$ cat src/rtl/ll8_tx_arbiter_pkg.sv
// Shared definitions for the ll8 TX arbiter: FSM state encoding, default
// frame limits, the ll8 beat bundle and the arbitration pick helpers.
package ll8_tx_arbiter_pkg;

  typedef enum logic [1:0] {
    ST_IDLE  = 2'd0,
    ST_XFER  = 2'd1,
    ST_DRAIN = 2'd2
  } state_t;

  // Largest untagged Ethernet frame in bytes; one ll8 beat carries one byte.
  localparam int DEFAULT_MAX_LEN   = 1518;
  localparam int DEFAULT_LEN_WIDTH = 11;

  typedef struct packed {
    logic [7:0] data;
    logic       sof;
    logic       eof;
    logic       error;
  } ll8_beat_t;

  // Winning port index for a set of sof requests. The caller only uses the
  // result when at least one port requests.
  function automatic logic pick_winner(input logic req0, input logic req1,
                                       input logic prio_mode, input logic last_grant);
    if (req0 && req1) begin
      return prio_mode ? 1'b0 : ~last_grant;
    end
    return req1;
  endfunction

  // One-hot grant vector for a port index.
  function automatic logic [1:0] grant_of(input logic port);
    return port ? 2'b10 : 2'b01;
  endfunction

endpackage

$ cat src/rtl/ll8_tx_arbiter.sv
// Packet-granular 2:1 arbiter in front of the ll8 TX path. Port 0 carries
// control/pause responses, port 1 host data. Whole packets are granted
// sof..eof, over-long packets are truncated with error, and beats arriving
// without a preceding sof while idle are discarded.
module ll8_tx_arbiter
  import ll8_tx_arbiter_pkg::*;
#(
  parameter int MAX_LEN   = DEFAULT_MAX_LEN,
  parameter int LEN_WIDTH = DEFAULT_LEN_WIDTH
) (
  input  logic       clk,
  input  logic       reset_n,
  input  logic       clear,
  input  logic       enable,
  input  logic       prio_mode,
  input  logic [7:0] in0_data,
  input  logic       in0_sof,
  input  logic       in0_eof,
  input  logic       in0_error,
  input  logic       in0_src_rdy,
  output logic       in0_dst_rdy,
  input  logic [7:0] in1_data,
  input  logic       in1_sof,
  input  logic       in1_eof,
  input  logic       in1_error,
  input  logic       in1_src_rdy,
  output logic       in1_dst_rdy,
  output logic [7:0] out_data,
  output logic       out_sof,
  output logic       out_eof,
  output logic       out_error,
  output logic       out_src_rdy,
  input  logic       out_dst_rdy,
  output logic [1:0] grant,
  output logic       busy,
  output logic       trunc_pulse,
  output logic       orphan_pulse
);

  // Index of the final permitted beat; the counter holds beats already sent.
  localparam logic [LEN_WIDTH-1:0] LAST_IDX = LEN_WIDTH'(MAX_LEN - 1);

  state_t               state;
  logic                 sel;
  logic                 last_grant;
  logic [LEN_WIDTH-1:0] count;

  ll8_beat_t in0_beat;
  ll8_beat_t in1_beat;
  ll8_beat_t sel_beat;
  logic      sel_src_rdy;
  logic      active;
  logic      req0;
  logic      req1;
  logic      winner;
  logic      sel_xfer;
  logic      at_limit;
  logic      trunc;
  logic      drain_done;

  assign in0_beat = '{data: in0_data, sof: in0_sof, eof: in0_eof, error: in0_error};
  assign in1_beat = '{data: in1_data, sof: in1_sof, eof: in1_eof, error: in1_error};

  assign sel_beat    = sel ? in1_beat : in0_beat;
  assign sel_src_rdy = sel ? in1_src_rdy : in0_src_rdy;

  // Clear squashes every handshake in the cycle it is asserted, just like reset.
  assign active = reset_n & ~clear;

  assign req0   = in0_src_rdy & in0_sof;
  assign req1   = in1_src_rdy & in1_sof;
  assign winner = pick_winner(req0, req1, prio_mode, last_grant);

  assign sel_xfer   = active & (state == ST_XFER) & sel_src_rdy & out_dst_rdy;
  assign at_limit   = (count == LAST_IDX);
  assign trunc      = sel_xfer & ~sel_beat.eof & at_limit;
  assign drain_done = active & (state == ST_DRAIN) & sel_src_rdy & sel_beat.eof;

  // Handshake steering and output pass-through for the current state.
  always_comb begin
    // NOTE: every output gets a default first so no path leaves one unassigned and infers a latch.
    out_data     = '0;
    out_sof      = 1'b0;
    out_eof      = 1'b0;
    out_error    = 1'b0;
    out_src_rdy  = 1'b0;
    in0_dst_rdy  = 1'b0;
    in1_dst_rdy  = 1'b0;
    trunc_pulse  = 1'b0;
    orphan_pulse = 1'b0;
    if (active) begin
      unique case (state)
        ST_IDLE: begin
          // Sof beats wait for the grant; anything else is an orphan and is eaten.
          in0_dst_rdy  = in0_src_rdy & ~in0_sof;
          in1_dst_rdy  = in1_src_rdy & ~in1_sof;
          orphan_pulse = (in0_src_rdy & ~in0_sof) | (in1_src_rdy & ~in1_sof);
        end
        ST_XFER: begin
          out_data    = sel_beat.data;
          out_sof     = sel_beat.sof;
          out_eof     = sel_beat.eof | trunc;
          out_error   = sel_beat.error | trunc;
          out_src_rdy = sel_src_rdy;
          trunc_pulse = trunc;
          if (sel) in1_dst_rdy = out_dst_rdy;
          else     in0_dst_rdy = out_dst_rdy;
        end
        ST_DRAIN: begin
          if (sel) in1_dst_rdy = 1'b1;
          else     in0_dst_rdy = 1'b1;
        end
        default: ;
      endcase
    end
  end

  // Grant FSM: pick a packet owner, count its beats, release on eof or drain.
  always_ff @(posedge clk or negedge reset_n) begin
    // NOTE: state is updated with non-blocking assignments so every register samples pre-edge values.
    if (!reset_n) begin
      state      <= ST_IDLE;
      sel        <= 1'b0;
      last_grant <= 1'b1;
      count      <= '0;
      grant      <= 2'b00;
      busy       <= 1'b0;
    end else if (clear) begin
      state      <= ST_IDLE;
      sel        <= 1'b0;
      last_grant <= 1'b1;
      count      <= '0;
      grant      <= 2'b00;
      busy       <= 1'b0;
    end else begin
      unique case (state)
        ST_IDLE: begin
          if (enable && (req0 || req1)) begin
            state <= ST_XFER;
            sel   <= winner;
            grant <= grant_of(winner);
            busy  <= 1'b1;
            count <= '0;
          end
        end
        ST_XFER: begin
          if (sel_xfer) begin
            if (sel_beat.eof) begin
              state      <= ST_IDLE;
              last_grant <= sel;
              grant      <= 2'b00;
              busy       <= 1'b0;
              count      <= '0;
            end else if (at_limit) begin
              state <= ST_DRAIN;
              count <= '0;
            end else begin
              count <= count + LEN_WIDTH'(1);
            end
          end
        end
        ST_DRAIN: begin
          if (drain_done) begin
            state      <= ST_IDLE;
            last_grant <= sel;
            grant      <= 2'b00;
            busy       <= 1'b0;
          end
        end
        default: begin
          state <= ST_IDLE;
          grant <= 2'b00;
          busy  <= 1'b0;
        end
      endcase
    end
  end

endmodule

$ cat config.mk
export PLATFORM = sky130hd
export DESIGN_NAME = ll8_tx_arbiter
export DESIGN_NICKNAME = d
export VERILOG_FILES = /design/src/rtl/ll8_tx_arbiter_pkg.sv /design/src/rtl/ll8_tx_arbiter.sv
export SDC_FILE = /design/constraint.sdc
export NUM_CORES = 1
export LEC_CHECK = 0
export ABC_AREA = 1
export CORE_MARGIN = 2
export CORE_UTILIZATION = 41
export CTS_CLUSTER_SIZE = 28
export DETAILED_ROUTE_END_ITERATION = 6
export PLACE_DENSITY_LB_ADDON = 0.2
export SLEW_MARGIN = 20
export SYNTH_ARGS = -nofsm -noshare
export SYNTH_HDL_FRONTEND = slang
export SYNTH_SLANG_ARGS = --single-unit
export TNS_END_PERCENT = 100
$ cat constraint.sdc
create_clock -name clk -period 1.5 [get_ports clk]
set_clock_uncertainty 0.1 [all_clocks]
set_input_delay 0.3 -clock clk [delete_from_list [all_inputs] [get_ports clk]]
set_output_delay 0.3 -clock clk [all_outputs]
set_load 0.02 [all_outputs]
==> flow_summary.yaml <==
synthesis:
  ys_warn_count: 0
  synth_ff_type: "dfrtp_1"
  ys_types: 29
  synthCells: 233
  synth_edf_count: 0
  synth-seq-cells: 18
  syn_area_sq_um: 1460
  synth-async-reset-ratio_pct: 100.0
  synth_nets: 265
  ys_seq_area_share_pct: 30.93
  syn_avg_cell_area_sq_um: 6.267
cells_and_area:
  area_growth_pct: 108.7
  final_layout_size_suffix_gt1_share_pct: 50.43
  final_area_sq_um: 3047
  nets: 378
  final_util_pct: 89.89
  n_fill_cell: 145
  diodes: 0
cts:
  clk_latency_ns: 0.33
  path_clk_slew_ns: 0.12
  cts_tree: "done"
  numCtsBuffers: 3
  clkSinkCount: 18
  cts.path.max_buffers: 2
  htreeDepth: 1
  cts-root-buf: "clkbuf_4"
  cts_hold_buf: 0
placement:
  dpl_cell_area_sq_um: 2479
  gp_congestion: 0.8166
  dp_hpwl_mm: 3.497
  port_buffers: 48
sta:
  final-hold-violation-count: 0
  setup_viol: 34
  rsz0062_at_grt: "true"
  period_minus_slack_ns: 2.273
  timing.final.ws_setup_ns: -0.7726
  period_share_pct: 151.5
  relSlewSlack_pct: 75.75
  drv_slew: 0
  max_slew.worst_pin.slew_ns: 0.3600
  fmax_ghz: 0.4400
floorplanning:
  die_height_um: 63.68
  core_area_sq_um: 3390
  rows: 21
  dieWidth_um: 63.68
  dieArea_sq_um: 4055
  initial_core_util_pct: 43.08
  io-pin-count: 49
detailed_routing:
  ant_nets: 0
  wl_per_cell_um: 19.14
  drt_iter0_drc: 257
  drc_errors: 0
  vias: 2155
  drt_first_pass_iters: 5
  wl_mm: 7.482
  vias_per_cell: 5.512
grt:
  gr-total-overflow: 0
  grt_pass1_vias: 2007
  grt_max_degree: 20
  grt_pass1_wl_mm: 9.121
  grt_usage_pct: 28.49
  grt_antenna_before_repair: 0
power:
  ir_drop_mv: 0.8876
  power_density_nw_per_um2: 991.0
  p_leak_nw: 1.399
run:
  cap_violations: 0
critical_path:
  cp_max_fo: 3
  critPathCaptureType: "output port"
  crit_type: "reg -> out"
  start_kind: "flop"
  arrival_ns: 1.87
  worst_ep_required_time_ns: 1.10
worst_hold_path:
  holdCritPathClass: "in -> async"
run_status:
  violations: "setup timing"
  status: "complete, but fails checks"
Yosys cell counts (2+ instances only):
library cell / instances / share of area [%]
nand2_4: 4 / 3.1
inv_1: 27 / 6.9
nand3b_1: 2 / 1.0
ha_1: 2 / 1.7
clkbuf_1: 3 / 0.77
nor2_1: 33 / 8.5
inv_4: 2 / 0.86
nand2_1: 81 / 21
nor3_1: 2 / 0.69
a21oi_1: 12 / 4.1
inv_2: 3 / 0.77
nand3_1: 15 / 5.1
o21ai_1: 3 / 1.0
nand2_2: 3 / 1.3
nor2_2: 2 / 0.86
o21bai_1: 2 / 1.0
nand4_1: 2 / 0.86
o21ai_0: 8 / 2.7
dfrtp_1: 17 / 29
layout by cell type, fill, tap and decap left out, types with 3 or more instances in the layout:
master	instances
dfrtp_1	16
inv_1	18
a21oi_4	11
nand3_1	9
nand2_8	4
inv_4	3
clkdlybuf4s50_1	25
nand2_1	54
nand3_2	4
inv_2	9
nor2_4	6
nand2_4	12
buf_4	49
buf_12	4
buf_6	27
nor2_2	4
clkbuf_4	3
dlygate4sd2_1	7
o21ai_1	6
nand2_2	18
nand3_4	3
nor2_1	26
kinds of logic (layout without fill, tap and decap cells):
logic type	count (synthesis)	after routing	share of synthesized area (%)
AOI/OAI and AO/OA	27	27	10.45
xor gates and xnor gates	1	1	0.5999
adders and majority gates	2	2	1.714
buffers and inverters	36	148	10.11
DFF	18	18	30.93
and+or+nand+nor	149	149	46.19
final timing paths:
check	startpoint	endpoint	slack, ns	cells past startpoint
hold reg to reg	last_grant$_DFFE_PN1P_	last_grant$_DFFE_PN1P_	0.41	2
min in group clk	last_grant$_DFFE_PN1P_	last_grant$_DFFE_PN1P_	0.41	2
hold / removal	reset_n	sel$_DFFE_PN0P_	0.03	2
setup reg to reg	count[1]$_DFFE_PN0P_	state[1]$_DFFE_PN0P_	-0.33	12
max in group asynchronous	reset_n	last_grant$_DFFE_PN1P_	1.01	2
setup / recovery	count[1]$_DFFE_PN0P_	out_error	-0.77	8
metrics by stage:
step	power [mW]	hold slack (ns)	cells	setup slack [ns]	setup TNS [ns]
3_3_place_gp	1.911	0.3562	369	-1.010	-21.82
3_5_place_dp	1.928	0.3798	369	-1.020	-22.34
5_1_grt	3.139	0.03953	391	-0.8471	-15.73
6_report	3.019	0.02552	391	-0.7726	-13.75
4_1_cts	2.518	0.06813	381	-0.6899	-9.209
2_1_floorplan	1.360	-0.09559	233	-0.2645	-0.7613
power breakdown:
part,total [mW],switching (mW),internal (mW)
clock network,0.329,0.180,0.149
logic,2.05,1.14,0.911
registers,0.638,0.0724,0.566
layer usage:
metal	vias up	global-route usage (%)	routed length, um
met1	1036	33.78	2788
met2	131	51.05	3807
met4	0	11.14	351
met3	41	4.464	535
met5	-	0	0
li1	947	-	-
flip-flops by register name, summed over array words and instances, names as in the netlist:
| register | count |
|---|---|
| count | 11 |
| state | 2 |
| sel | 1 |
| grant | 2 |
| last_grant | 1 |
| busy | 1 |
final cells by class:
cell class                      instances  area (sq um)  area share (%)
Multi-Input combinational cell        179          1291           42.38
Tap cell                               46         57.56           1.889
Timing Repair Buffer                  112          1064           34.91
Inverter                               32         145.1           4.764
Sequential cell                        18         452.9           14.87
Clock buffer                            4         36.28           1.191
what timing repair did:
action	CTS	global route
endpoints found under the hold margin	0	0
resized for setup	146	62
setup endpoints to repair	37	34
pin swaps	19	32
buffers inserted	8	14
worst max-delay path, cell delays in order, from the launching register on:
cell and delay (ns):
dfrtp_1 0.41, inv_2 0.08, ha_4 0.13, nand2_2 0.05
nor3_2 0.16, nand3_2 0.13, or2_4 0.32, o22ai_4 0.14
buf_6 0.14
Note: power is estimated with default switching activity, not from simulation.
